[src/rtl/program_load_arbiter.sv]
// Instruction memory owner: arbitrates CPU fetch against the UART program loader.
// First UART word enters LOAD mode; END_WORD (or an idle timeout) returns to RUN.
module program_load_arbiter #(
    parameter int                    ADDRESS_WIDTH  = 11,
    parameter int                    DATA_WIDTH     = 16,
    parameter logic [DATA_WIDTH-1:0] END_WORD       = '0,
    parameter int                    TIMEOUT_CYCLES = 1_000_000
) (
    input  logic                     clock_in,
    input  logic                     reset_in,
    input  logic                     uart_valid_in,
    input  logic [DATA_WIDTH-1:0]    uart_data_in,
    output logic                     uart_ready_out,
    input  logic                     cpu_req_in,
    input  logic [ADDRESS_WIDTH-1:0] cpu_addr_in,
    output logic                     cpu_gnt_out,
    output logic                     cpu_rvalid_out,
    output logic [DATA_WIDTH-1:0]    cpu_rdata_out,
    output logic                     cpu_hold_out,
    output logic                     mem_we_out,
    output logic [ADDRESS_WIDTH-1:0] mem_addr_out,
    output logic [DATA_WIDTH-1:0]    mem_wdata_out,
    input  logic [DATA_WIDTH-1:0]    mem_rdata_in,
    output logic                     load_done_out,
    output logic [ADDRESS_WIDTH:0]   load_count_out,
    output logic                     overrun_err_out,
    output logic                     overflow_err_out,
    output logic                     timeout_err_out
);

    localparam int AW = ADDRESS_WIDTH;
    localparam int CW = ADDRESS_WIDTH + 1;
    localparam int TW = $clog2(TIMEOUT_CYCLES);

    typedef enum logic [1:0] {
        S_RUN,
        S_IDLE,
        S_WRITE
    } state_t;

    state_t                state_q, state_d;
    logic [AW-1:0]         wr_ptr_q, wr_ptr_d;
    logic [DATA_WIDTH-1:0] hold_q, hold_d;
    logic [TW-1:0]         timer_q, timer_d;
    logic [CW-1:0]         count_q, count_d;
    logic                  ovr_q, ovr_d;
    logic                  ovf_q, ovf_d;
    logic                  to_q, to_d;
    logic                  done_q, done_d;
    logic                  rvalid_q;
    logic                  capture;

    assign capture = uart_valid_in && (state_q != S_WRITE);

    always_comb begin
        state_d       = state_q;
        wr_ptr_d      = wr_ptr_q;
        hold_d        = hold_q;
        timer_d       = timer_q;
        count_d       = count_q;
        ovr_d         = ovr_q;
        ovf_d         = ovf_q;
        to_d          = to_q;
        done_d        = 1'b0;
        cpu_gnt_out   = 1'b0;
        mem_we_out    = 1'b0;
        mem_addr_out  = wr_ptr_q;
        mem_wdata_out = hold_q;
        unique case (state_q)
            S_RUN: begin
                cpu_gnt_out  = cpu_req_in && !uart_valid_in;
                mem_addr_out = cpu_addr_in;
                if (capture) begin
                    state_d = S_WRITE;
                    hold_d  = uart_data_in;
                    timer_d = '0;
                    count_d = '0;
                    ovr_d   = 1'b0;
                    ovf_d   = 1'b0;
                    to_d    = 1'b0;
                end
            end
            S_IDLE: begin
                // A word arriving on the timeout cycle still counts.
                if (capture) begin
                    state_d = S_WRITE;
                    hold_d  = uart_data_in;
                    timer_d = '0;
                end else if (timer_q == TW'(TIMEOUT_CYCLES - 1)) begin
                    state_d  = S_RUN;
                    wr_ptr_d = '0;
                    to_d     = 1'b1;
                    timer_d  = '0;
                end else begin
                    timer_d = timer_q + TW'(1);
                end
            end
            S_WRITE: begin
                mem_we_out = 1'b1;
                if (uart_valid_in) begin
                    ovr_d = 1'b1;
                end
                if (count_q != '1) begin
                    count_d = count_q + CW'(1);
                end
                if (hold_q == END_WORD) begin
                    state_d  = S_RUN;
                    wr_ptr_d = '0;
                    done_d   = 1'b1;
                end else begin
                    state_d = S_IDLE;
                    if (wr_ptr_q == '1) begin
                        wr_ptr_d = '0;
                        ovf_d    = 1'b1;
                    end else begin
                        wr_ptr_d = wr_ptr_q + AW'(1);
                    end
                end
            end
            default: begin
                state_d = S_RUN;
            end
        endcase
    end

    always_ff @(posedge clock_in) begin
        if (reset_in) begin
            state_q  <= S_RUN;
            wr_ptr_q <= '0;
            hold_q   <= '0;
            timer_q  <= '0;
            count_q  <= '0;
            ovr_q    <= 1'b0;
            ovf_q    <= 1'b0;
            to_q     <= 1'b0;
            done_q   <= 1'b0;
            rvalid_q <= 1'b0;
        end else begin
            state_q  <= state_d;
            wr_ptr_q <= wr_ptr_d;
            hold_q   <= hold_d;
            timer_q  <= timer_d;
            count_q  <= count_d;
            ovr_q    <= ovr_d;
            ovf_q    <= ovf_d;
            to_q     <= to_d;
            done_q   <= done_d;
            rvalid_q <= cpu_gnt_out;
        end
    end

    assign uart_ready_out   = (state_q != S_WRITE);
    assign cpu_hold_out     = (state_q != S_RUN);
    assign cpu_rvalid_out   = rvalid_q;
    assign cpu_rdata_out    = mem_rdata_in;
    assign load_done_out    = done_q;
    assign load_count_out   = count_q;
    assign overrun_err_out  = ovr_q;
    assign overflow_err_out = ovf_q;
    assign timeout_err_out  = to_q;

endmodule
[config.mk]
export PLATFORM = sky130hd
export DESIGN_NAME = program_load_arbiter
export DESIGN_NICKNAME = d
export VERILOG_FILES = /design/src/rtl/program_load_arbiter.sv
export SDC_FILE = /design/constraint.sdc
export NUM_CORES = 1
export LEC_CHECK = 0
export ABC_AREA = 1
export CORE_UTILIZATION = 35
export DETAILED_ROUTE_END_ITERATION = 7
export HOLD_SLACK_MARGIN = 0.05
export PLACE_DENSITY = 0.63
export SLEW_MARGIN = 20
export SYNTH_ARGS = -nofsm -noshare
export SYNTH_HDL_FRONTEND = slang
export SYNTH_SLANG_ARGS = --single-unit
[constraint.sdc]
create_clock -name clock_in -period 2 [get_ports clock_in]
set_input_delay 0.3 -clock clock_in [delete_from_list [all_inputs] [get_ports clock_in]]
set_output_delay 0.3 -clock clock_in [all_outputs]
set_load 0.1 [all_outputs]
After elaboration in Yosys (flattened, before gate mapping)
Cells that the tools add are included.
{ "word_totals": {"input_bits": 47, "regBits": 66, "out_inout_bits": 64} }
{ "op_classes": {"n_eq_ne": 14, "addsub": 3, "n_bitwise": 1, "mux": 30, "reduce_logical": 19} }
{ "op_table": {"columns": ["op", "n"], "rows": [
  ["two-way mux 20 bit", 3],
  ["two-way mux 11 bit", 5],
  ["one-hot mux 20 bit (2 select lines)", 1],
  ["two-way mux 12 bit", 2],
  ["one-hot mux 12 bit (2 select lines)", 1],
  ["one-hot mux 11 bit (2 select lines)", 1],
  ["adder 20 x 1 -> 20 bit, second input constant", 1],
  ["== test 20 bit, second input constant", 1],
  ["zero test 16 bit", 1],
  ["!= test 2 bit, second input constant", 8],
  ["adder 12 x 1 -> 12 bit, second input constant", 1],
  ["!= test 12 bit, second input constant", 1],
  ["adder 11 x 1 -> 11 bit, second input constant", 1],
  ["== test 11 bit, second input constant", 1],
  ["two-way mux 1 bit", 10],
  ["AND reduction 3 bit", 3],
  ["AND reduction 4 bit", 2],
  ["nonzero test 2 bit", 4],
  ["two-way mux 2 bit", 3],
  ["one-hot mux 1 bit (2 select lines)", 3],
  ["one-hot mux 2 bit (3 select lines)", 1],
  ["AND reduction 2 bit", 3],
  ["OR reduction 2 bit", 2],
  ["!= test 3 bit, second input constant", 1],
  ["6 further kinds", 7]
]} }

Longest topological paths before layout
{ "depth": {"depth_word": 4, "depth_mapped": 11, "ltp_nobuf": 11} }

Least setup slack after synthesis
OpenSTA, ideal clock, no wires.
{ "synth_path": {"kind": "reg2out", "from": "reg state_q[0]", "to": "out mem_addr_out[10]", "stages_incl_launch_ff": 4, "arrival_ns": 2.716, "setup_slack_ns": -1.016, "t_required_ns": 1.700, "cell_sequence": "dfxtp_1 > nor2_1 > clkbuf_1 > o21ai_0"} }
{ "synth_via": {"elab_chain_cells": 2} }
{ "synth_rtl": {"columns": ["element", "line", "text"], "rows": [
  ["start: declaration", "41", "state_t state_q, state_d;"],
  ["start signal: assignment", "139", "state_q <= state_d;"],
  ["zero test 2 bit", "69", "unique case (state_q)"],
  ["two-way mux 11 bit", "69", null],
  ["end: declaration", "21", "output logic [ADDRESS_WIDTH-1:0] mem_addr_out,"]
]} }
No other way between the ends.

Final worst setup path
{ "layout_path": {"from": "reg state_q[1]", "to": "out cpu_gnt_out"} }
{ "layout_via": {"elab_chain_cells": 2} }
{ "layout_rtl": {"columns": ["element", "line", "text"], "rows": [
  ["zero test 2 bit", "69", null],
  ["two-way mux 1 bit", "69", null],
  ["end: declaration", "16", "output logic cpu_gnt_out,"]
]} }
No other way between the ends.

==> key figures <==
Final layout
  – Final Core Density: 0.484
  – Antenna diode instance count: 0
  – Fin nets: 669
  – Area delta synth->final: 33.7%
  – Final Non-Filler Cells: around 760
  – Multi-input gate area: about 1800 um^2
  – # fillers: a little under 1k
  – Layout cells sized above 1: 0.170
  – Leading cell types in the layout, fill and taps excluded: nand2_1, inv_1, nor2_1, dfxtp_1, buf_4
  – Seq. cell area: 1340 um^2
  – Most common cell after layout, fill and taps aside: nand2_1

Floorplanning
  – Initial Utilization: 0.362
  – DIE HEIGHT: between 100 and 150 um
  – Die Wd: about 100 um
  – Row count: 36
  – IO Pins: 111
  – Area of the die: approximately 11000 um^2
  – Core Area: 9770 um^2

Min path
  – Hold crit path type: register to register
  – Worst hold path depth: 2

Logic synthesis
  – Distinct cells, synth: 28
  – Area share of the largest cell type after synthesis: 0.373
  – Synth Instances: 547
  – Post-synth EDFFs: 0
  – Main synth FF type: dfxtp_1
  – Ys Warns: 0
  – Syn avg cell area: roughly 6.5 um^2
  – Most area-hungry cell type in the Yosys netlist: dfxtp_1
  – Sequential area share after synthesis: 0.373
  – FFs w/ async S/R, synth: 0
  – Synth area leaders: dfxtp_1, nand2_1, inv_1
  – Synth Cell Area: around 3500 um^2
  – Synthesized Nets: just under 600
  – Flops & latches, synth: 66

STA
  – Setup-failing EPs final: 0
  – Least-Margin Pin Slew: between 0.4 and 0.5 ns
  – Max Clock Freq: between 0.5 and 0.6 GHz
  – Max Clock Skew: between 0.01 and 0.015 ns
  – Max-slew violations: 0
  – Crit path time final: between 1.5 and 2 ns
  – Setup WS post-layout: roughly 0.12 ns
  – Final Hold Fails: 0
  – Tcrit/Tclk final: 0.941
  – RSZ-0062 raised after global routing: no
  – Slew headroom: 0.687

Pwr
  – Leak Pwr: 0.00193 uW
  – Post-layout power: about 3600 uW
  – VDD IR max: 0.387 mV
  – Cell Pwr Density: around 760 nW/um^2

Detailed routing
  – Drt wl/cell: ~12 um
  – Via count: 3642
  – Initial DRT Pass Iterations: 6
  – Vias per std cell: slightly below 5
  – First DRT Iteration DRCs: 168
  – DRC errors left: 0
  – DRT antenna net count: 0
  – Final wirelength: between 9 and 10 mm

Placed design
  – Hpwl dp: 7.07 mm
  – Placed insts: between 700 and 800
  – GP Congestion: between 0.8 and 0.9
  – Pre-CTS setup slack: ~0.05 ns
  – PortBufs: roughly 80

Setup path
  – CP max-delay cell: dfxtp_1
  – Stages on worst setup path: 5
  – Worst R2R Path Depth: 7
  – Critical path type: register to output pin
  – CP max FO: 5
  – Crit path capture type: output pin
  – Crit-path cells: nor2_2, inv_2, or2_2, nor2_4, buf_12
  – Crit start category: register
  – CP arrival: roughly 1.6 ns
  – Cell family with most CP delay: simple AND/OR/NAND/NOR gates
  – Bufs and invs on worst path: 2
  – CP peak stage delay: ~0.35 ns
  – Worst EP required: roughly 1.7 ns

CTS
  – CTS tree: done
  – CTS buffer count: 9
  – Postcts setup bufs: 0
  – Root Buffer: clkbuf_8
  – Max Root-Sink Buffers: 2
  – Num Clock Sinks: 66
  – Worst-Skew Late Latency: 0.34 ns
  – Clk slew on worst S/H paths: about 0.080 ns
  – H-tree depth reported by CTS: 3

Global routing
  – First-pass GRT wire length: approximately 15 mm
  – GRT Total Usage: 0.187
  – Initial antenna violation count: 0
  – Vias in the first global route: approximately 3.5k
  – Global route total overflow: 0
  – Largest net degree at the start of global routing: 28

Run
  – Max_cap viols: 0

Outcome
  – Status: finished, final reports clean
==> registers in the layout, summed over array words and instances (netlist names) <==
name / count
cpu_rvalid_out: 1
load_count_out: 12
load_done_out: 1
mem_wdata_out: 16
overflow_err_out: 1
overrun_err_out: 1
state_q: 2
timeout_err_out: 1
timer_q: 20
wr_ptr_q: 11
==> per-layer routing <==
| metal | global-route usage | vias to the layer above | share of wire |
|---|---|---|---|
| met5 | 0 | - | 0 |
| met4 | 0.0769 | 0 | 0.015 |
| met3 | 0.0414 | 20 | 0.072 |
| met2 | 0.299 | 131 | 0.44 |
| met1 | 0.243 | 1615 | 0.47 |
| li1 | - | 1876 | - |
==> worst min-delay path: stages (launching register included) <==
cell,delay (ns)
dfxtp_1,0.32
nand2_1,0.06
a21oi_1,0.05
==> synth_stat cells, types with 2 or more instances <==
cell / count
nor2_1: 65
nand2_1: 141
o21ai_0: 36
inv_1: 72
nand2_2: 5
buf_2: 4
nand3_1: 35
xor2_1: 7
buf_4: 17
or2_2: 2
nand3b_1: 2
clkbuf_1: 6
nor2_2: 3
ha_1: 3
buf_6: 2
nor3_1: 20
a21oi_1: 35
dfxtp_1: 66
nand4_1: 16
nand3_2: 2
==> kinds of logic after synthesis <==
group	after synthesis	share of synthesized area
AO/OA/AOI/OAI	75	0.109
XOR/XNOR	8	0.0198
adder cells (fa/ha/maj)	3	0.0106
buffers and inverters	103	0.133
flip-flops	66	0.373
AND/OR/NAND/NOR	292	0.354
==> worst paths after layout <==
path	from	endpoint	slack, ns
worst max-delay path	state_q[1]	cpu_gnt_out	0.12
worst min-delay path	wr_ptr_q[10]	wr_ptr_q[10]	0.47
worst max register to register	load_count_out[0]	load_count_out[0]	0.17
worst min register to register	wr_ptr_q[10]	wr_ptr_q[10]	0.47
==> power breakdown <==
part	leakage [uW]	internal, uW	switching (uW)	total [uW]
clock network	0.000127	867	550	1420
logic	0.00126	246	575	820
registers	0.000541	1350	25.1	1370
total	0.00193	2460	1150	3610
==> per-stage QoR <==
stage                     cell area (um^2)  TNS (ns)  hold slack (ns)
after floorplan                       3570     -2.59            0.413
after global placement                4480         0            0.450
after detailed placement              4480         0            0.456
after CTS                             4730         0            0.467
after global routing                  4730         0            0.497
final                                 4730         0            0.469
==> repair_timing <==
item,in CTS,in global routing
hold buffers,0,0
setup endpoints to repair,0,1
gates resized for setup,0,2
==> final cells by class <==
class                           count  area share
Clock buffer                       10      0.0291
Clock inverter                      6      0.0238
Inverter                           74      0.0587
Multi-Input combinational cell    378       0.373
Sequential cell                    66       0.282
Tap cell                          133      0.0352
Timing Repair Buffer               90       0.198
Power figures use the tool's default switching activity.
